<file path="src/rtl/vmips_trace_monitor.sv">
// rtl/vmips_trace_monitor.sv - vector writeback trace monitor with run/halt detection
//
// Purpose: records every vector-register writeback seen while the core is
// running (and while draining after halt) as a {pc, addr, data} entry in a
// circular trace buffer, and raises a sticky done once the run has ended.
//
// Build option: define VMIPS_TRACE_PC_EN to store the PC per entry; when it is
// undefined no PC storage exists and trace_pc reads 32'd0.
//
// Ports:
//   clk, rst             clock; asynchronous active-low reset
//   inst, pc             fetched instruction and its PC (inst == 0 is halt)
//   wb_en/addr/data      vector writeback snoop, lane 0 in the LSBs
//   trace_valid/ready    show-ahead head entry handshake
//   trace_pc/addr/data   head entry fields
//   count                entries held
//   overflow, drop_cnt   sticky overwrite flag, saturating overwrite count
//   cycles               edges spent in RUN or DRAIN (wraps)
//   done                 sticky end-of-run flag

module vmips_trace_monitor #(
  parameter int LANES     = 4,
  parameter int DATA_W    = 32,
  parameter int REG_AW    = 5,
  parameter int DEPTH     = 16,
  parameter int DRAIN_CYC = 2
) (
  input  logic                      clk,
  input  logic                      rst,
  input  logic [31:0]               inst,
  input  logic [31:0]               pc,
  input  logic                      wb_en,
  input  logic [REG_AW-1:0]         wb_addr,
  input  logic [LANES*DATA_W-1:0]   wb_data,
  output logic                      trace_valid,
  input  logic                      trace_ready,
  output logic [31:0]               trace_pc,
  output logic [REG_AW-1:0]         trace_addr,
  output logic [LANES*DATA_W-1:0]   trace_data,
  output logic [$clog2(DEPTH):0]    count,
  output logic                      overflow,
  output logic [15:0]               drop_cnt,
  output logic [31:0]               cycles,
  output logic                      done
);

  localparam int PW  = $clog2(DEPTH);
  localparam int CW  = PW + 1;
  localparam int DCW = $clog2(DRAIN_CYC) + 1;

  typedef enum logic [1:0] {S_IDLE, S_RUN, S_DRAIN, S_DONE} state_t;

  state_t           state_q, state_d;
  logic [DCW-1:0]   drain_q, drain_d;
  logic [PW-1:0]    wptr_q, wptr_d, rptr_q, rptr_d;
  logic [CW-1:0]    count_q, count_d;
  logic             overflow_q, overflow_d;
  logic [15:0]      drop_q, drop_d;
  logic [31:0]      cycles_q, cycles_d;

  logic [LANES*DATA_W-1:0] data_mem_q [DEPTH];
  logic [REG_AW-1:0]       addr_mem_q [DEPTH];

  logic active, push, pop, full;

  // Capture window covers RUN (including the cycle halt is seen) and DRAIN.
  assign active = (state_q == S_RUN) || (state_q == S_DRAIN);
  assign push   = active & wb_en;
  assign full   = (count_q == CW'(DEPTH));
  assign pop    = trace_valid & trace_ready;

  always_comb begin
    state_d = state_q;
    drain_d = drain_q;
    case (state_q)
      S_IDLE:  if (inst != 32'd0) state_d = S_RUN;
      S_RUN: begin
        if (inst == 32'd0) begin
          state_d = S_DRAIN;
          drain_d = DCW'(DRAIN_CYC - 1);
        end
      end
      S_DRAIN: begin
        if (drain_q == '0) state_d = S_DONE;
        else               drain_d = drain_q - 1'b1;
      end
      default: ;
    endcase
  end

  always_comb begin
    wptr_d     = wptr_q;
    rptr_d     = rptr_q;
    count_d    = count_q;
    overflow_d = overflow_q;
    drop_d     = drop_q;
    cycles_d   = active ? cycles_q + 32'd1 : cycles_q;
    if (push) wptr_d = wptr_q + 1'b1;
    // A push into a full buffer without a pop evicts the oldest entry.
    if (pop || (push && full)) rptr_d = rptr_q + 1'b1;
    if (push && !pop && !full)      count_d = count_q + 1'b1;
    else if (pop && !push)          count_d = count_q - 1'b1;
    if (push && full && !pop) begin
      overflow_d = 1'b1;
      if (drop_q != 16'hFFFF) drop_d = drop_q + 16'd1;
    end
  end

  always_ff @(posedge clk or negedge rst) begin
    if (!rst) begin
      state_q    <= S_IDLE;
      drain_q    <= '0;
      wptr_q     <= '0;
      rptr_q     <= '0;
      count_q    <= '0;
      overflow_q <= 1'b0;
      drop_q     <= '0;
      cycles_q   <= '0;
    end else begin
      state_q    <= state_d;
      drain_q    <= drain_d;
      wptr_q     <= wptr_d;
      rptr_q     <= rptr_d;
      count_q    <= count_d;
      overflow_q <= overflow_d;
      drop_q     <= drop_d;
      cycles_q   <= cycles_d;
    end
  end

  // Storage is deliberately not reset; trace_valid gates its use.
  always_ff @(posedge clk) begin
    if (push) begin
      data_mem_q[wptr_q] <= wb_data;
      addr_mem_q[wptr_q] <= wb_addr;
    end
  end

`ifdef VMIPS_TRACE_PC_EN
  logic [31:0] pc_mem_q [DEPTH];

  always_ff @(posedge clk) begin
    if (push) pc_mem_q[wptr_q] <= pc;
  end

  assign trace_pc = pc_mem_q[rptr_q];
`else
  logic unused_pc;
  assign unused_pc = ^pc;
  assign trace_pc  = 32'd0;
`endif

  assign trace_valid = (count_q != '0);
  assign trace_data  = data_mem_q[rptr_q];
  assign trace_addr  = addr_mem_q[rptr_q];
  assign count       = count_q;
  assign overflow    = overflow_q;
  assign drop_cnt    = drop_q;
  assign cycles      = cycles_q;
  assign done        = (state_q == S_DONE);

endmodule

</file>
<file path="config.mk">
export PLATFORM = sky130hd
export DESIGN_NAME = vmips_trace_monitor
export DESIGN_NICKNAME = d
export VERILOG_FILES = /design/src/rtl/vmips_trace_monitor.sv
export SDC_FILE = /design/constraint.sdc
export NUM_CORES = 2
export LEC_CHECK = 0
export CORE_MARGIN = 2
export CORE_UTILIZATION = 35
export DETAILED_ROUTE_END_ITERATION = 16
export PLACE_DENSITY_LB_ADDON = 0.2
export SYNTH_ARGS = -nofsm -noshare
export SYNTH_HDL_FRONTEND = slang
export SYNTH_SLANG_ARGS = --single-unit
export TNS_END_PERCENT = 10
</file>
<file path="constraint.sdc">
create_clock -name clk -period 16.2 [get_ports clk]
set_input_delay 2.43 -clock clk [delete_from_list [all_inputs] [get_ports clk]]
set_output_delay 2.43 -clock clk [all_outputs]
set_load 0.1 [all_outputs]
</file>
==> impl_results.rst <==
.. list-table::
   :header-rows: 1

   * - Metric
     - Value
   * - Unrepaired setup endpoints after global routing
     - no
   * - GPL Wtd Cong
     - 0.704
   * - Number of buffers inserted by port buffering
     - around 360
   * - Number of DRC markers after the initial detailed-route iteration
     - between 3,000 and 4,000
   * - Kind of path behind the tightest hold check
     - reg -> reg
   * - Most numerous cell types in the synthesized netlist
     - sky130_fd_sc_hd__edfxtp_1, sky130_fd_sc_hd__mux4_2, sky130_fd_sc_hd__clkbuf_1
   * - Sequential cell area
     - roughly 0.066 sq mm
   * - Share of the clock period used by the worst path
     - between 50 and 60%
   * - Number of enable flip-flop cells after synthesis
     - 2,128
   * - Cell taking the most area after synthesis
     - sky130_fd_sc_hd__edfxtp_1
   * - Synth Flop Type
     - sky130_fd_sc_hd__edfxtp_1
   * - Routed vias
     - 37,100
   * - Io pins
     - 422
   * - Vertical die dimension
     - 492 microns
   * - Via count of the first global-routing pass
     - 38,700
   * - Most repeated cell in the gate-level netlist after synthesis
     - sky130_fd_sc_hd__edfxtp_1
   * - Number of placement rows
     - 179
   * - Post-CTS setup buffer count
     - 0
   * - CP arrival
     - 6.42 ns
   * - Largest net degree at the start of global routing
     - about 130
   * - Hold buffer count at CTS
     - 0
   * - Final-report setup violation count
     - 0
   * - Met3 Use GR
     - roughly 4.1%
   * - Reported leakage power
     - between 0.03 and 0.04 uW
   * - Internal cell power
     - 12,300 uW
   * - Clock Skews
     - about 0.081 ns
   * - Number of antenna violations at the first check in global routing
     - 42
   * - WS Path Type
     - reg -> out
   * - Half-perimeter wire length after detailed placement
     - 98.1 mm
   * - Share of the synthesized area in the top cell type
     - 76.8%
   * - Ratio of cells with drive above 1 in the final layout
     - 26.9%
   * - Share of synthesized area occupied by flip-flops and latches
     - 78.8%
   * - Met2 Track Usage GR
     - 25.7%
   * - Starting density of the core
     - 35.1%
   * - Critical Path Source Type
     - register
   * - Fraction of power consumed by sequential logic
     - 35.5%
   * - Horiz. Die Dim
     - 492 microns
   * - Number of optimization iterations in the first detailed-route pass
     - 5
   * - Clock network fraction of total power
     - a little over a quarter
   * - Detail-routed via count per cell
     - a little over 5
   * - Aggregate global-route resource usage
     - 16.3%
   * - Maximum operating frequency
     - about 110 MHz
   * - Post-CTS sizing
     - 0
   * - WP data required
     - 13.77 ns
   * - Final routed DRC violation total
     - 0
   * - Die outline area
     - 0.242 sq mm
   * - Largest voltage drop on the vdd net
     - 206 uV
   * - Average wire per standard cell
     - 27.7 microns
   * - Asr flop ratio synth
     - 3.01%
   * - Filler Cell Count
     - 20,500
   * - Clock Pin Slew Worst Setup and Hold Paths
     - 0.06 ns
   * - Post-synthesis cell type count
     - 46
   * - H-tree Lvls
     - 4
   * - Combinational Power Share
     - 38.5%
   * - Aggregate routed wire length
     - just under 200 mm
   * - Antenna viol nets, final
     - 0
   * - Max Buffers Root-to-Sink
     - 3
   * - Clk Tree Root Cell
     - sky130_fd_sc_hd__clkbuf_16
   * - FF+latch count, synth
     - 2,194
   * - Switching Share
     - between 30% and 40%
   * - Clock latency reported for the late side of the worst-skew pair
     - 0.90 ns
   * - Worst hold slack across all endpoints
     - 0.470 ns
   * - Final Hold Violating Endpoints
     - 0
   * - Final total negative setup slack
     - 0 ns
   * - Total gr overflow
     - 0
   * - Area delta synth->final
     - 18.0%
   * - CTS tree
     - yes
   * - Clock sink count
     - 2,194
   * - Worst slew pin tran
     - 1.30 ns
   * - Area taken by multi-input logic gates
     - 0.0169 sq mm
   * - Final number of max-transition violations
     - 0
   * - Floorplan core area
     - about 0.24 sq mm
   * - Largest driver fanout on the critical path
     - 97
   * - Wire length of the first global-routing pass
     - approximately 280 mm
   * - Total number of yosys warnings
     - 0
   * - TritonCTS buffer count
     - 229
   * - Average cell area after synthesis
     - ~25 sq um
   * - Headroom to the max-slew limit
     - 12.9%
   * - Main area contributors after synthesis
     - sky130_fd_sc_hd__edfxtp_1, sky130_fd_sc_hd__mux4_2, sky130_fd_sc_hd__dfrtp_1
   * - Met1 demand-to-capacity share in global routing
     - between 20% and 30%
   * - Area of the mapped netlist
     - roughly 0.083 sq mm
   * - Global routing's busiest layer
     - met2
   * - Post-Syn Instances
     - 3,290
   * - Status
     - complete, no violations
   * - Power Dens Cells
     - 202 mW/mm^2
   * - Net Sw Power
     - 7530 uW
   * - Critical Path Sink Type
     - output pin
   * - Post-layout min period
     - 8.85 ns
   * - Final net count
     - 4,015
   * - Number of maximum-capacitance violations
     - 0
[stage by stage]
| stage | power, uW | cells | area [sq um] | worst slack, ns | utilization (%) |
|---|---|---|---|---|---|
| 6_report | 19800 | 7163 | 98200 | 7.35 | 41.4 |
| 5_1_grt | 20600 | 7160 | 98200 | 6.81 | 41.4 |
| 4_1_cts | 20100 | 7157 | 98200 | 7.11 | 41.4 |
| 3_5_place_dp | 14900 | 6734 | 90700 | 8.04 | 38.3 |
| 3_3_place_gp | 14900 | 6734 | 90700 | 8.04 | 38.3 |
| 2_1_floorplan | 13000 | 3321 | 83300 | 3.41 | - |
[metal layers]
layer,vias up,wire length (microns)
met4,48,3880
met3,304,12100
li1,15300,-
met2,961,94200
met1,20500,87900
met5,-,291
[flip-flops by register name, indices dropped and copies added (netlist names)]
| name | flops |
|---|---|
| rptr_q | 4 |
| drop_cnt | 16 |
| data_mem_q | 2048 |
| overflow | 1 |
| drain_q | 2 |
| addr_mem_q | 80 |
| wptr_q | 4 |
| state_q | 2 |
| cycles | 32 |
| count | 5 |
[final timing paths]
path	slack, ns	end	startpoint	cells past startpoint
min in group asynchronous	1.73	drop_cnt[10]	rst	2
worst min register to register	0.47	cycles[31]	cycles[31]	1
worst max register to register	12.01	data_mem_q[5][51]	state_q[0]	7
worst min-delay path	0.47	cycles[31]	cycles[31]	1
max in group asynchronous	13.71	rptr_q[3]	rst	2
worst max-delay path	7.35	trace_data[95]	rptr_q[0]	6
[kinds of logic after synthesis]
family	Yosys count	share of synthesized area, %
compound gates	23	0.177
buf+inv	195	1.26
mux	673	18.1
simple gates	134	0.876
flops	2194	78.8
fa+ha+maj	16	0.250
xor+xnor	54	0.568
other cells	1	0.00451
[cells in the final DEF, fill, tap and decap left out, types with 10 or more instances in the layout]
cell,instances
sky130_fd_sc_hd__clkinv_1,57
sky130_fd_sc_hd__ha_1,15
sky130_fd_sc_hd__dfrtp_1,62
sky130_fd_sc_hd__clkdlybuf4s50_1,356
sky130_fd_sc_hd__xor2_1,13
sky130_fd_sc_hd__bufinv_16,21
sky130_fd_sc_hd__clkinv_2,35
sky130_fd_sc_hd__mux4_2,665
sky130_fd_sc_hd__nor2_4,12
sky130_fd_sc_hd__buf_4,60
sky130_fd_sc_hd__nand2_1,26
sky130_fd_sc_hd__inv_1,10
sky130_fd_sc_hd__clkinv_16,12
sky130_fd_sc_hd__buf_12,14
sky130_fd_sc_hd__conb_1,32
sky130_fd_sc_hd__nor2_1,12
sky130_fd_sc_hd__clkbuf_16,229
sky130_fd_sc_hd__nand4_1,22
sky130_fd_sc_hd__nand3_1,18
sky130_fd_sc_hd__xnor2_1,41
sky130_fd_sc_hd__clkbuf_1,57
sky130_fd_sc_hd__edfxtp_1,2128
[area by class of cell]
type	instances	share of cell area, %
sequential	2194	66.8
tap	3167	4.04
clock inverter	137	1.52
timing repair buffer	431	4.38
clock buffer	286	6.06
multi-input combinational	932	17.2
inverter	10	0.0382
antenna	6	0.0153
[critical path, cell delays in order (launching register included)]
cell                              delay (ns)
sky130_fd_sc_hd__dfrtp_4                0.93
sky130_fd_sc_hd__buf_4                  0.75
sky130_fd_sc_hd__buf_12                 0.64
sky130_fd_sc_hd__buf_12                 0.64
sky130_fd_sc_hd__mux4_2                 0.60
sky130_fd_sc_hd__mux4_2                 0.47
sky130_fd_sc_hd__clkdlybuf4s50_1        1.17
[power by group through the flow]
stage	logic [uW]	registers (uW)	clock network, uW
after floorplan	5770	7190	0
after global placement	7780	7130	0
after detailed placement	7770	7150	0
after CTS	7790	7030	5300
after global routing	7970	7070	5510
final	7620	7020	5160
Power figures use the tool's default switching activity.
